`src/rtl/adc128s_model_sync.sv`:
```
// Multi-lane double-flop synchronizer; the low EW lanes
// also get a history flop for rise/fall detection.
module spi_edge_sync #(
    parameter int             W       = 3,
    parameter int             EW      = 2,
    parameter logic [W-1:0]   RST_VAL = '1
) (
    input  logic          clk,
    input  logic          rst_n,
    input  logic [W-1:0]  i_d,
    output logic [W-1:0]  o_q,
    output logic [EW-1:0] o_rise,
    output logic [EW-1:0] o_fall
);

    logic [W-1:0]  r_meta;
    logic [W-1:0]  r_q;
    logic [EW-1:0] r_hist;

    always_ff @(posedge clk or negedge rst_n) begin
        if (!rst_n) begin
            r_meta <= RST_VAL;
            r_q    <= RST_VAL;
            r_hist <= RST_VAL[EW-1:0];
        end else begin
            r_meta <= i_d;
            r_q    <= r_meta;
            r_hist <= r_q[EW-1:0];
        end
    end

    assign o_q    = r_q;
    assign o_rise = r_q[EW-1:0] & ~r_hist;
    assign o_fall = ~r_q[EW-1:0] & r_hist;

endmodule

```
`config.mk`:
```
export PLATFORM = sky130hd
export DESIGN_NAME = spi_edge_sync
export DESIGN_NICKNAME = d
export VERILOG_FILES = /design/src/rtl/adc128s_model_sync.sv
export SDC_FILE = /design/constraint.sdc
export NUM_CORES = 1
export LEC_CHECK = 0
export CAP_MARGIN = 20
export CORE_AREA = 5 5 42 44
export CTS_CLUSTER_DIAMETER = 150
export DETAILED_ROUTE_END_ITERATION = 10
export DIE_AREA = 0 0 47 49
export SYNTH_ARGS = -nofsm -noshare
export SYNTH_HDL_FRONTEND = slang
export SYNTH_SLANG_ARGS = --single-unit
```
`constraint.sdc`:
```
create_clock -name clk -period 1.15 [get_ports clk]
set_clock_uncertainty 0.05 [all_clocks]
set_input_delay 0.1725 -clock clk [delete_from_list [all_inputs] [get_ports clk]]
set_output_delay 0.1725 -clock clk [all_outputs]
set_load 0.01 [all_outputs]
```
Word level (Yosys, flattened, before mapping)
Cells that the tools add are included.
{"block": "totals", "regBits": 8, "in_bits": 5, "elab_cells": 7}
{"block": "classes", "n_bitwise": 4}
{"operator": "AND 2 bit", "n": 2}
{"operator": "NOT 2 bit", "n": 2}

Depth between registers and ports, before layout
Gate-level depths: netlist (run 1).
{"block": "depth", "ltp_word": 2, "mapped_depth": 1, "mapped_depth_nobuf": 1}

Worst setup path after synthesis (run 1)
No wires, ideal clock.
{"block": "synth_timing", "kind": "register -> output", "startpoint": "register r_q[0], in the netlist o_q[0]", "endpoint": "output o_fall[0]", "arrival_ps": 782, "setup_slack_ps": 145, "stages_incl_launch_ff": 2, "n_path_buf": 0, "path_cell_list": "dfstp_2 -> and2b_2"}
{"block": "synth_via", "elab_chain_cells": 2}
{"item": "from (decl)", "line_no": "17", "source": "logic [W-1:0] r_q;"}
{"item": "from (signal assigned)", "line_no": "27", "source": "r_q <= r_meta;"}
{"item": "NOT 2 bit", "line_no": "34", "source": "assign o_fall = ~r_q[EW-1:0] & r_hist;"}
{"item": "AND 2 bit", "line_no": "34"}
{"item": "to (decl)", "line_no": "13", "source": "output logic [EW-1:0] o_fall"}
No other way between the ends.

Final worst setup path (run 1)
{"block": "layout_timing", "startpoint": "register r_q[1], in the netlist o_q[1]", "endpoint": "output o_fall[1]"}
The elaborated chain is that of the path after synthesis.

==> summary.md, run 1 <==
| Metric | Value |
|---|---|
| Critical Path Fanout Max | `4` |
| Vias in the first global route | `171` |
| Nets@finish | `36` |
| Sequential share of the synthesized area | `85.7%` |
| Antenna Nets Post-Route | `0` |
| Post-route non-filler standard cell count | `45` |
| Slew Limit Headroom | `77.1%` |
| Fraction of layout cells with a size suffix above 1 | `86.2%` |
| CTS Root Buffer Type | `clkbuf_4` |
| WL met2 | `200 um` |
| Wire length on met1 | `180 um` |
| Worst Path Required | `0.93 ns` |
| Drt initial violations | `0` |
| Setup violations, final | `5` |
| Critical Path AT | `1.13 ns` |
| Worst Hold Class | `primary input to flop` |
| Drt wl/cell | `10.1 um` |
| Area of the multi-input gates | `35.0 sq um` |
| Initial antenna violation count | `0` |
| CTS max path bufs | `2` |
| Via count | `148` |
| Largest area contributor in the netlist | `dfstp_2` |
| Avg Synthesized Cell Area | `20.4 sq um` |
| Storage cell area | `210 sq um` |
| Highest clock rate | `742 MHz` |
| Ys flop type | `dfstp_2` |
| Startpoint types | `flop` |
| DIE AREA | `0.00230 sq mm` |
| First-pass GRT wire length | `696 um` |
| Clock Latency Late Sink | `0.24 ns` |
| DR pass1 iterations | `1` |
| CTS Buf Count | `3` |
| Gate Count Post-Synth | `12` |
| Most common library cells after synthesis | `8 x dfstp_2, 4 x and2b_2` |
| Cts hold-fix bufs | `0` |
| Post-Syn Area | `245 sq um` |
| GP Congestion | `0.709` |
| Post-Route WL | `454 um` |
| Port Buffer Count | `11` |
| EDFF count, synth | `0` |
| Starting Density | `17.5%` |
| Post-synth cell types | `2` |
| Post-route DRC violation count | `0` |
| Core area | `0.00140 sq mm` |
| Ant. Diodes | `0` |
| Static leakage | `0.186 nW` |
| Vias per inst | `3.29` |
| Cell with the most instances after synthesis | `dfstp_2` |
| Placement Rows | `14` |
| Total power | `0.583 mW` |
| CTS sink cnt | `8` |
| Final hold viol count | `0` |
| GRT Util Overall | `4.62%` |
| Die width | `47 um` |
| RSZ-0062 raised after global routing | `true` |
| GR Overflow Total | `0` |
| Uppermost layer routed | `met3` |
| Metal3 WL | `72 um` |
| Worst Tran Pin Value | `0.342 ns` |
| Post-layout min period | `1.35 ns` |
| I/O pin count | `12` |
| #FFs+latches synth | `8` |
| Cells after DPL | `39` |
| Run status | `complete, but fails checks` |
| PwrDens | `1400 mW/mm^2` |
| Failing checks | `negative setup slack` |
| Hold_ws | `0.287 ns` |
| Die Y | `49 um` |
| Fraction of registers with async set/reset | `100%` |
| Core Util, Final | `29.7%` |
| Reg clk slew, reported paths | `0.05 ns` |
| Syn nets | `17` |
| Maxcap violations | `0` |
| Critical path class | `flop to output port` |
| Final WS setup | `-0.198 ns` |
| Yosys top cell area share | `85.7%` |
| Largest net degree at the start of global routing | `9` |
| Crit path capture type | `output port` |
| Fillers | `141` |
| CTS tree | `done` |
| Syn. warnings | `0` |
| Peak supply drop | `0.594 mV` |
| Max-slew violations | `0` |
| Layout overhead on the synthesized area | `69.9%` |
| H-Tree Depth | `1` |
| Final period util | `117%` |
| Top cells by area, synth | `dfstp_2 86%, and2b_2 14%` |
-- cell usage in the layout (no fill, tap or decap) --
cell             instances
and2b_2                  4
buf_2                    2
buf_4                    3
buf_6                    5
clkbuf_4                 3
clkdlybuf4s50_1          4
dfstp_2                  8
-- flip-flops by register name, indices dropped and copies added (netlist names) --
name,flops
r_meta,3
r_hist,2
o_q,3
-- final timing paths --
kind	end	slack, ns	startpoint	cells after the start
hold / removal	r_meta[2]	0.29	i_d[2]	1
hold reg to reg	o_q[2]	0.30	r_meta[2]	0
setup / recovery	o_fall[1]	-0.20	o_q[1]	2
setup reg to reg	r_hist[1]	0.40	o_q[1]	1
max in group asynchronous	r_meta[0]	0.61	rst_n	1
min in group asynchronous	r_hist[0]	0.42	rst_n	1
-- metal layers --
| metal | vias up | track usage, % |
|---|---|---|
| met5 | - | 0 |
| met3 | 0 | 5.54 |
| li1 | 72 | - |
| met4 | 0 | 1.38 |
| met2 | 12 | 6.11 |
| met1 | 64 | 4.54 |
-- cell type report --
cell class	count	area share [%]
Multi-Input combinational cell	4	8.41
Tap cell	16	4.80
Clock buffer	3	5.41
Timing Repair Buffer	14	30.9
Sequential cell	8	50.5
-- report_power, final --
part / leakage [nW] / switching, mW / internal, mW
Clock: 0.0138 / 0.0841 / 0.119
Sequential: 0.0841 / 0.00610 / 0.308
Combinational: 0.0884 / 0.0233 / 0.0430
-- worst max-delay path, stage by stage, from the launching register on --
cell and delay, ns:
dfstp_2 0.54, and2b_2 0.22, buf_6 0.12
-- cell families after synthesis --
| logic type | synth area share (%) |
|---|---|
| flip-flops | 85.7 |
| AND/OR/NAND/NOR | 14.3 |
-- timing repair --
action,4_1_cts,5_1_grt
gates resized for setup,29,4
endpoints found under the setup margin,7,6
setup buffers,1,2
-- stage by stage --
step | setup TNS (ns) | setup slack (ns) | instance area (sq um)
floorplan | 0 | 0.145 | 245
global placement | -1.39 | -0.270 | 375
detailed placement | -1.50 | -0.296 | 375
CTS | -0.931 | -0.216 | 399
global route | -0.983 | -0.234 | 417
finish | -0.762 | -0.198 | 417
Power figures use the tool's default switching activity.
==> inputs of run 2 (changes only) <==
CAP_MARGIN = not set   (was 20)
==> results of run 2 <==
Final layout, timing and power as in run 1 (identical DEF).
==> inputs of run 3 (changes only) <==
clock period = 1.65 ns   (was 1.15 ns; I/O delays follow)
==> run 3 against run 2 <==
- the flow now finishes without violations
- via count down 8.1%
- critical path depth unchanged
- worst setup slack gained 0.27 ns
- sequential share of layout area grew 2.4 points
- cell count down 6.7%
- non-clock buffer count shrank 3
- flip-flop and latch count stayed put
- sequential power shrank 30%
- worst hold slack gained 0.017 ns
- clock-buffer cell count unchanged
- die area is the same
- clock power down 31%
- largest cell class unchanged
- highest routed layer unchanged
==> summary.md, run 3 (same netlist as run 1, synthesis figures left out) <==
| Metric | Value |
|---|---|
| CTS tree | `done` |
| Antenna Nets Post-Route | `0 (unchanged)` |
| Die Y | `49 um (unchanged)` |
| Max-slew violations | `0 (unchanged)` |
| Cts hold-fix bufs | `0 (unchanged)` |
| Critical path class | `flop to output port` |
| Nets@finish | `33 (-8.3%)` |
| Slew Limit Headroom | `77.1% (about the same)` |
| RSZ-0062 raised after global routing | `false` |
| PwrDens | `996 mW/mm^2 (-29%)` |
| Critical Path AT | `1.28 ns (+0.15 ns)` |
| GP Congestion | `0.709 (unchanged)` |
| Hold_ws | `0.303 ns (+0.0166 ns)` |
| Post-layout min period | `1.57 ns` |
| Core area | `0.00140 sq mm (unchanged)` |
| Run status | `finished clean` |
| Worst Tran Pin Value | `0.343 ns (+0.000875 ns)` |
| Largest net degree at the start of global routing | `9 (unchanged)` |
| Critical Path Slowest Stage Cell | `dfstp_2` |
| Slowest stage delay, CP | `0.54 ns (about the same)` |
| DIE AREA | `0.00230 sq mm (unchanged)` |
| Design Area, Final | `398 sq um (-4.5%)` |
| Initial antenna violation count | `0 (unchanged)` |
| Commonest non-fill, non-tap cells in the layout | `8 x dfstp_2, 5 x clkdlybuf4s50_1, 4 x and2b_2, 4 x dlygate4sd2_1, 3 x clkbuf_4` |
| Drt wl/cell | `10.0 um (-0.88%)` |
| H-Tree Depth | `1 (unchanged)` |
| Port Buffer Count | `11 (unchanged)` |
| Layout overhead on the synthesized area | `62.2%` |
| Post-Route WL | `420 um (-7.5%)` |
| Static leakage | `0.191 nW (+2.3%)` |
| Worst Hold Class | `flop to flop` |
| Starting Density | `17.5% (unchanged)` |
| Final period util | `95.4%` |
| Crit path max-delay family | `flip-flops` |
| Reg2reg setup slack | `1.00 ns (+0.60 ns)` |
| Post-route DRC violation count | `0 (unchanged)` |
| I/O pin count | `12 (unchanged)` |
| Post-CTS setup buffers | `0 (-1)` |
| Maxcap violations | `0 (unchanged)` |
| Highest clock rate | `636 MHz` |
| GR Overflow Total | `0 (unchanged)` |
| Fillers | `140 (-0.71%)` |
| Die width | `47 um (unchanged)` |
| Fraction of layout cells with a size suffix above 1 | `57.7% (-29 points)` |
| Startpoint types | `flop` |
| Setup TNS | `0 ns (+0.762 ns)` |
| Worst Path Required | `1.35 ns (+0.42 ns)` |
| CTS Buf Count | `3 (unchanged)` |
| Ant. Diodes | `0 (unchanged)` |
| First-pass GRT wire length | `683 um (-1.9%)` |
| Post-CTS sizing | `4 (-86%)` |
| Critical Path Fanout Max | `4 (unchanged)` |
| DR pass1 iterations | `1 (unchanged)` |
| Buf/Inv on CP | `1 (unchanged)` |
| CP Cell Sequence | `and2b_2, dlygate4sd2_1` |
| Vias in the first global route | `167 (-2.3%)` |
| Final hold viol count | `0 (unchanged)` |
| Clock Latency Late Sink | `0.24 ns (about the same)` |
| Placement Rows | `14 (unchanged)` |
| Setup violations, final | `0 (-5)` |
| Peak supply drop | `0.411 mV (-31%)` |
| Drt initial violations | `0 (unchanged)` |
| Commonest non-fill, non-tap cell in the layout | `dfstp_2` |
| Crit path capture type | `output port` |
| Vias per inst | `3.24 (-1.5%)` |
| CTS sink cnt | `8 (unchanged)` |
| Reg clk slew, reported paths | `0.05 ns (about the same)` |
| CTS Root Buffer Type | `clkbuf_4` |
| Placed Area | `375 sq um (unchanged)` |
| CTS max path bufs | `2 (unchanged)` |
| Via count | `136 (-8.1%)` |
| GRT Util Overall | `4.55% (-0.071 points)` |
-- run 3: cell count changes in the layout (fill, tap and decap cells not counted), sizes merged --
cell / previous run / this run
buf: 10 / 0
dlygate4sd2: 0 / 4
dlymetal6s2s: 0 / 2
clkdlybuf4s50: 4 / 5
-- run 3: layout make-up --
class | instances | area [sq um] | share of cell area, %
sequential | 8 | 210 | 52.8
timing repair buffer | 11 | 110 | 27.7
multi-input combinational | 4 | 35.0 | 8.81
clock buffer | 3 | 22.5 | 5.66
tap | 16 | 20.0 | 5.03
-- run 3: power by group --
part / switching [mW] / total [mW] / internal, mW
sequential: 0.00435 / 0.219 / 0.214
combinational: 0.0135 / 0.0363 / 0.0228
clock: 0.0585 / 0.141 / 0.0827
total: 0.0763 / 0.396 / 0.320
-- run 3: metrics by stage --
stage          setup slack (ns)  instances  power, mW  utilization, %
4_1_cts                 0.00479         42      0.409            28.0
6_report                 0.0765         42      0.396            28.4
5_1_grt                  0.0179         42      0.421            28.4
3_5_place_dp              0.129         39      0.264            26.8
3_3_place_gp              0.155         39      0.261            26.8
2_1_floorplan             0.570         12      0.231               -
-- run 3: layer usage --
| layer | up-vias | part of all wire (%) | GRT usage [%] |
|---|---|---|---|
| li1 | 67 | - | - |
| met1 | 57 | 40 | 4.31 |
| met2 | 12 | 42 | 6.11 |
| met3 | 0 | 17 | 5.54 |
| met4 | 0 | 0 | 1.38 |
| met5 | - | 0 | 0 |
-- run 3: worst paths after layout --
check / from / endpoint / cells after the start
worst max register to register: o_q[1] / r_hist[1] / 0
worst max-delay path: o_q[1] / o_fall[1] / 2
worst min register to register: r_meta[2] / o_q[2] / 0
max in group asynchronous: rst_n / r_meta[0] / 1
min in group asynchronous: rst_n / r_hist[0] / 1
worst min-delay path: r_meta[2] / o_q[2] / 0
